$ cat config.mk
export PLATFORM = sky130hd
export DESIGN_NAME = dmem_bus_ctrl
export DESIGN_NICKNAME = d
export VERILOG_FILES = /design/src/rtl/dmem_pkg.sv /design/src/rtl/dmem_addr_check.sv /design/src/rtl/dmem_bus_ctrl.sv
export SDC_FILE = /design/constraint.sdc
export NUM_CORES = 1
export LEC_CHECK = 0
export CAP_MARGIN = 20
export CORE_UTILIZATION = 40
export DETAILED_ROUTE_END_ITERATION = 6
export PLACE_DENSITY = 0.77
export SLEW_MARGIN = 25
export SYNTH_ARGS = -nofsm -noshare
export SYNTH_HDL_FRONTEND = slang
export SYNTH_HIERARCHICAL = 1
export SYNTH_SLANG_ARGS = --single-unit
$ cat constraint.sdc
create_clock -name clk -period 2.3 [get_ports clk]
set_input_delay 0.46 -clock clk [delete_from_list [all_inputs] [get_ports clk]]
set_output_delay 0.46 -clock clk [all_outputs]
set_load 0.1 [all_outputs]
$ cat src/rtl/dmem_pkg.sv
// Shared definitions for the data-memory bus controller: FSM state
// encoding and the default address window / timeout settings.
package dmem_pkg;

    typedef enum logic [1:0] {
        IDLE   = 2'b00,
        REQ    = 2'b01,
        WAIT_R = 2'b10,
        DONE   = 2'b11
    } state_t;

    localparam logic [31:0] DEFAULT_DMEM_BASE = 32'h1001_0000;
    localparam logic [31:0] DEFAULT_DMEM_SIZE = 32'h0001_0000;
    localparam int          DEFAULT_TIMEOUT   = 16;

endpackage

$ cat src/rtl/dmem_addr_check.sv
// Combinational screening of a core access: flags simultaneous read and
// write, a non-word-aligned address, or an address outside the data window.
// The window compare is done in 33 bits so BASE+SIZE cannot wrap to zero.
module dmem_addr_check
    import dmem_pkg::*;
#(
    parameter logic [31:0] DMEM_BASE = DEFAULT_DMEM_BASE,
    parameter logic [31:0] DMEM_SIZE = DEFAULT_DMEM_SIZE
) (
    input  logic        mem_read,
    input  logic        mem_write,
    input  logic [31:0] address,
    output logic        addr_err
);

    logic [32:0] addr_ext;
    logic [32:0] win_lo;
    logic [32:0] win_hi;
    logic        conflict;
    logic        misaligned;
    logic        out_of_range;

    assign addr_ext     = {1'b0, address};
    assign win_lo       = {1'b0, DMEM_BASE};
    assign win_hi       = {1'b0, DMEM_BASE} + {1'b0, DMEM_SIZE};

    assign conflict     = mem_read & mem_write;
    assign misaligned   = |address[1:0];
    assign out_of_range = (addr_ext < win_lo) || (addr_ext >= win_hi);

    assign addr_err     = conflict | misaligned | out_of_range;

endmodule

$ cat src/rtl/dmem_bus_ctrl.sv
// Data-memory bus controller for the multicycle core. Converts MEM-stage
// loads/stores into req/gnt/rvalid bus transactions, stalls the core while
// they are in flight, and reports rejected or timed-out accesses on memErr.
module dmem_bus_ctrl
    import dmem_pkg::*;
#(
    parameter logic [31:0] DMEM_BASE = DEFAULT_DMEM_BASE,
    parameter logic [31:0] DMEM_SIZE = DEFAULT_DMEM_SIZE,
    parameter int          TIMEOUT   = DEFAULT_TIMEOUT
) (
    input  logic        clk,
    input  logic        rst,
    input  logic        MemRead,
    input  logic        MemWrite,
    input  logic [31:0] dAddress,
    input  logic [31:0] dWriteData,
    output logic [31:0] dReadData,
    output logic        memBusy,
    output logic        memDone,
    output logic        memErr,
    output logic        bus_req,
    output logic        bus_we,
    output logic [31:0] bus_addr,
    output logic [31:0] bus_wdata,
    input  logic        bus_gnt,
    input  logic        bus_rvalid,
    input  logic [31:0] bus_rdata
);

    localparam int             CNT_W    = $clog2(TIMEOUT + 1);
    localparam logic [CNT_W-1:0] LAST_CNT = CNT_W'(TIMEOUT - 1);

    state_t             state;
    state_t             next_state;
    logic               request;
    logic               addr_err;
    logic               timeout_hit;
    logic               err_q;
    logic               we_q;
    logic [31:0]        addr_q;
    logic [31:0]        wdata_q;
    logic [CNT_W-1:0]   cnt;

    assign request     = MemRead | MemWrite;
    // True in the last REQ/WAIT_R cycle the budget allows.
    assign timeout_hit = (cnt == LAST_CNT);

    dmem_addr_check #(
        .DMEM_BASE (DMEM_BASE),
        .DMEM_SIZE (DMEM_SIZE)
    ) u_addr_check (
        .mem_read  (MemRead),
        .mem_write (MemWrite),
        .address   (dAddress),
        .addr_err  (addr_err)
    );

    // State register.
    always_ff @(posedge clk or negedge rst) begin
        if (!rst) begin
            state <= IDLE;
        end else begin
            state <= next_state;
        end
    end

    // Next-state selection; a completing gnt/rvalid wins over the timeout.
    always_comb begin
        next_state = state;
        case (state)
            IDLE: begin
                if (request) begin
                    next_state = addr_err ? DONE : REQ;
                end
            end
            REQ: begin
                if (bus_gnt) begin
                    next_state = we_q ? DONE : WAIT_R;
                end else if (timeout_hit) begin
                    next_state = DONE;
                end
            end
            WAIT_R: begin
                if (bus_rvalid || timeout_hit) begin
                    next_state = DONE;
                end
            end
            DONE: begin
                next_state = IDLE;
            end
            default: begin
                next_state = IDLE;
            end
        endcase
    end

    // Core handshake and bus request decoded from the current state.
    always_comb begin
        memBusy = 1'b0;
        memDone = 1'b0;
        memErr  = 1'b0;
        bus_req = 1'b0;
        case (state)
            IDLE: begin
                memBusy = request;
            end
            REQ: begin
                memBusy = 1'b1;
                bus_req = 1'b1;
            end
            WAIT_R: begin
                memBusy = 1'b1;
            end
            DONE: begin
                memDone = 1'b1;
                memErr  = err_q;
            end
            default: begin
                memBusy = 1'b0;
            end
        endcase
    end

    assign bus_we    = we_q;
    assign bus_addr  = addr_q;
    assign bus_wdata = wdata_q;

    // Access latches, timeout counter, error flag and load-data register.
    always_ff @(posedge clk or negedge rst) begin
        if (!rst) begin
            err_q     <= 1'b0;
            we_q      <= 1'b0;
            addr_q    <= '0;
            wdata_q   <= '0;
            cnt       <= '0;
            dReadData <= '0;
        end else begin
            case (state)
                IDLE: begin
                    cnt <= '0;
                    if (request) begin
                        if (addr_err) begin
                            err_q <= 1'b1;
                            if (MemRead) begin
                                dReadData <= '0;
                            end
                        end else begin
                            err_q   <= 1'b0;
                            we_q    <= MemWrite;
                            addr_q  <= {dAddress[31:2], 2'b00};
                            wdata_q <= dWriteData;
                        end
                    end
                end
                REQ: begin
                    cnt <= cnt + 1'b1;
                    if (!bus_gnt && timeout_hit) begin
                        err_q <= 1'b1;
                        if (!we_q) begin
                            dReadData <= '0;
                        end
                    end
                end
                WAIT_R: begin
                    cnt <= cnt + 1'b1;
                    if (bus_rvalid) begin
                        dReadData <= bus_rdata;
                    end else if (timeout_hit) begin
                        err_q     <= 1'b1;
                        dReadData <= '0;
                    end
                end
                default: begin
                    cnt <= cnt;
                end
            endcase
        end
    end

endmodule
==> impl_metrics.env <==
export IMPL_cts_sinks=103
export IMPL_tritoncts="done"
export IMPL_drv_cap=0
export IMPL_synth_area_leaders="dfrtp_1 56%, mux2_2 13%, mux2_4 9.8%"
export IMPL_seq_area_um2=2580
export IMPL_netlist_instances=319
export IMPL_path_cells="clkdlybuf4s50_1, nor4b_4, buf_4, nand4_1, nor2b_1, nor2b_4, buf_6, buf_8, clkbuf_16, mux2_4"
export IMPL_cts_buffers=9
export IMPL_start_util_pct=41.8
export IMPL_dieArea_um2=11900
export IMPL_ant_nets=0
export IMPL_total_power_mw=8.15
export IMPL_switching_share_pct=45.0
export IMPL_fin_area_um2=7640
export IMPL_internal_power_mw=4.49
export IMPL_max_freq_mhz=421
export IMPL_grt_overflow_total=0
export IMPL_slew_viol_final=0
export IMPL_boundaryPins=203
export IMPL_dp_cells=670
export IMPL_fin_ws_ns=-0.0733
export IMPL_antenna_found_initial=0
export IMPL_holdCritPathClass="in2async"
export IMPL_final_util_pct=69.6
export IMPL_arrival_ns=2.58
export IMPL_gp_congestion=0.808
export IMPL_slew_limit_headroom_pct=62.9
export IMPL_violations="negative setup slack"
export IMPL_fin_cells=701
export IMPL_finalCriticalPeriod_ns=2.37
export IMPL_grt_max_degree=52
export IMPL_synth_area_um2=4590
export IMPL_power_sequential_fraction_pct=27.2
export IMPL_status="finished, violations left"
export IMPL_routed_via_density=4.90
export IMPL_drt_first_iter_violations=171
export IMPL_whs_ns=0.0970
export IMPL_dpl_hpwl_mm=8.68
export IMPL_postPlaceCellArea_um2=7010
export IMPL_tns_ns=-1.78
export IMPL_io_buffers=200
export IMPL_cp_end_kind="register"
export IMPL_diodes=0
export IMPL_ys_warnings_count=6
export IMPL_die_y_um=109
export IMPL_root_buffer="clkbuf_16"
export IMPL_finClkSkew_ns=0.0121
export IMPL_place_ws_ns=-0.711
export IMPL_critPathMaxStageDelay_ns=0.51
export IMPL_wire_per_inst_um=17.3
export IMPL_area_delta_synth_final_pct=66.6
export IMPL_grt_pass1_vias=3543
export IMPL_grt_pass1_wl_mm=18.9
export IMPL_critPathLaunchType="primary input"
export IMPL_finalHoldViolations=0
export IMPL_rsz0062_at_grt="yes"
export IMPL_p_sw_mw=3.66
export IMPL_multi_input_area_um2=2150
export IMPL_synth_top_cell_area_share_pct=56.2
export IMPL_irDropWorstVdd_mv=0.952
export IMPL_postCtsHoldBufs=0
export IMPL_tightest_slew_ns=0.557
export IMPL_path_max_fanout=5
export IMPL_vias=3432
export IMPL_power_density_nw_per_um2=1070
export IMPL_yosysSeqAreaShare_pct=56.2
export IMPL_fp_row_count=38
export IMPL_cp_slowest_cell="clkdlybuf4s50_1"
export IMPL_finalCritPeriodShare_pct=103
export IMPL_path_class="in2reg"
export IMPL_layout_drive_gt1_share_pct=49.4
export IMPL_netlist_cell_type_count=38
export IMPL_clockBufferDepth=2
export IMPL_clk_pin_slew_ns=0.08
export IMPL_p_leak_nw=3.91
export IMPL_synth_avg_cell_area_um2=14.4
export IMPL_cts_max_level=3
export IMPL_synth_edf_count=0
export IMPL_synth_flop_cell="dfrtp_1"
export IMPL_clkLatencyLatePin_ns=0.33
export IMPL_drtPass1Iterations=4
export IMPL_fp_coreArea_um2=11000
export IMPL_yosysTopAreaCell="dfrtp_1"
export IMPL_drt_wl_total_mm=12.1
export IMPL_yosys_register_bits=103
export IMPL_async_reset_ff_share_pct=100
export IMPL_required_ns=2.51
export IMPL_die_w_um=109
export IMPL_route_detailed_drc=0
export IMPL_setup_viol=47
export IMPL_cp_top_family="buffers and inverters"
export IMPL_track_usage_pct=21.0
export IMPL_critPathBufInv=5
export IMPL_pwr_share_comb_pct=54.5
export IMPL_clkPwrFrac_pct=18.4
export IMPL_nFillCells=742
export IMPL_final_nets=665
final cells by class:
class | instances | area share (%)
clock buffer | 9 | 2.95
timing repair buffer | 245 | 31.7
multi-input combinational | 192 | 28.1
sequential | 103 | 33.7
tap | 140 | 2.29
clock inverter | 7 | 0.950
inverter | 5 | 0.246
power groups by stage:
stage	Combinational, mW	Sequential (mW)	Clock [mW]
final	4.44	2.21	1.50
after global routing	4.63	2.24	1.62
after CTS	4.45	2.21	1.53
after detailed placement	4.07	2.24	0
after global placement	4.02	2.23	0
after floorplan	1.61	3.59	0
state kept, by name (all words and copies together) (netlist names):
name,count
state,2
cnt,5
bus_addr,30
bus_we,1
err_q,1
dReadData,32
bus_wdata,32
final timing paths:
check | to | start | cells after the start | slack (ns)
max in group asynchronous | bus_wdata[12] | rst | 2 | 1.51
worst min-delay path | bus_addr[16] | rst | 1 | 0.1
worst max register to register | dReadData[19] | cnt[0] | 9 | 0.10
worst max-delay path | bus_addr[24] | dAddress[16] | 10 | -0.07
min in group clk | bus_addr[26] | dAddress[26] | 2 | 0.36
worst min register to register | cnt[4] | cnt[4] | 2 | 0.49
routing by layer:
metal / GRT usage, % / routed length [um] / vias up
met2: 35.9 / 6050 / 138
met5: 0 / 0 / -
met1: 26.4 / 5050 / 1670
met4: 7.53 / 262 / 0
li1: - / - / 1604
met3: 3.89 / 779 / 20
kinds of logic (layout without fill, tap and decap cells):
group / count (synthesis) / count (layout) / share of synthesized area [%]
AO/OA/AOI/OAI: 21 / 21 / 3.93
adder cells (fa/ha/maj): 7 / 7 / 1.91
buffers and inverters: 25 / 266 / 3.79
flip-flops: 103 / 103 / 56.2
multiplexers: 95 / 95 / 25.8
other: 1 / 2 / 0.0818
AND/OR/NAND/NOR: 67 / 67 / 8.32
cells in the mapped netlist, types with 2 or more instances:
library cell    n
o21ai_0         3
a21oi_1         4
a22o_1          3
buf_6           9
nor4_1          2
a31oi_1         2
nand2_1        11
inv_1           5
mux2_1         14
nand3_1         2
nand2b_1        4
ha_1            7
mux2_4         30
buf_4           3
dfrtp_1       103
nor2_1          6
mux2_2         51
and3_1         33
clkbuf_1        7
nor2b_1         2
what timing repair did:
action,in CTS,in global routing
endpoints found under the hold margin,0,0
buffers inserted,10,2
endpoints found under the setup margin,94,95
resized for setup,35,11
cloned,5,1
pin swaps,4,4
cell usage in the layout, fill, tap and decap left out, types with 4 or more instances in the layout:
cell type	n
clkdlybuf4s50_1	93
nor2_1	5
clkbuf_16	10
a21oi_1	4
buf_4	115
buf_6	9
and3_1	33
dfrtp_1	102
nand2b_1	4
buf_12	18
nand2_1	9
inv_1	5
mux2_4	92
No activity file was read; power rests on OpenSTA's default activity.
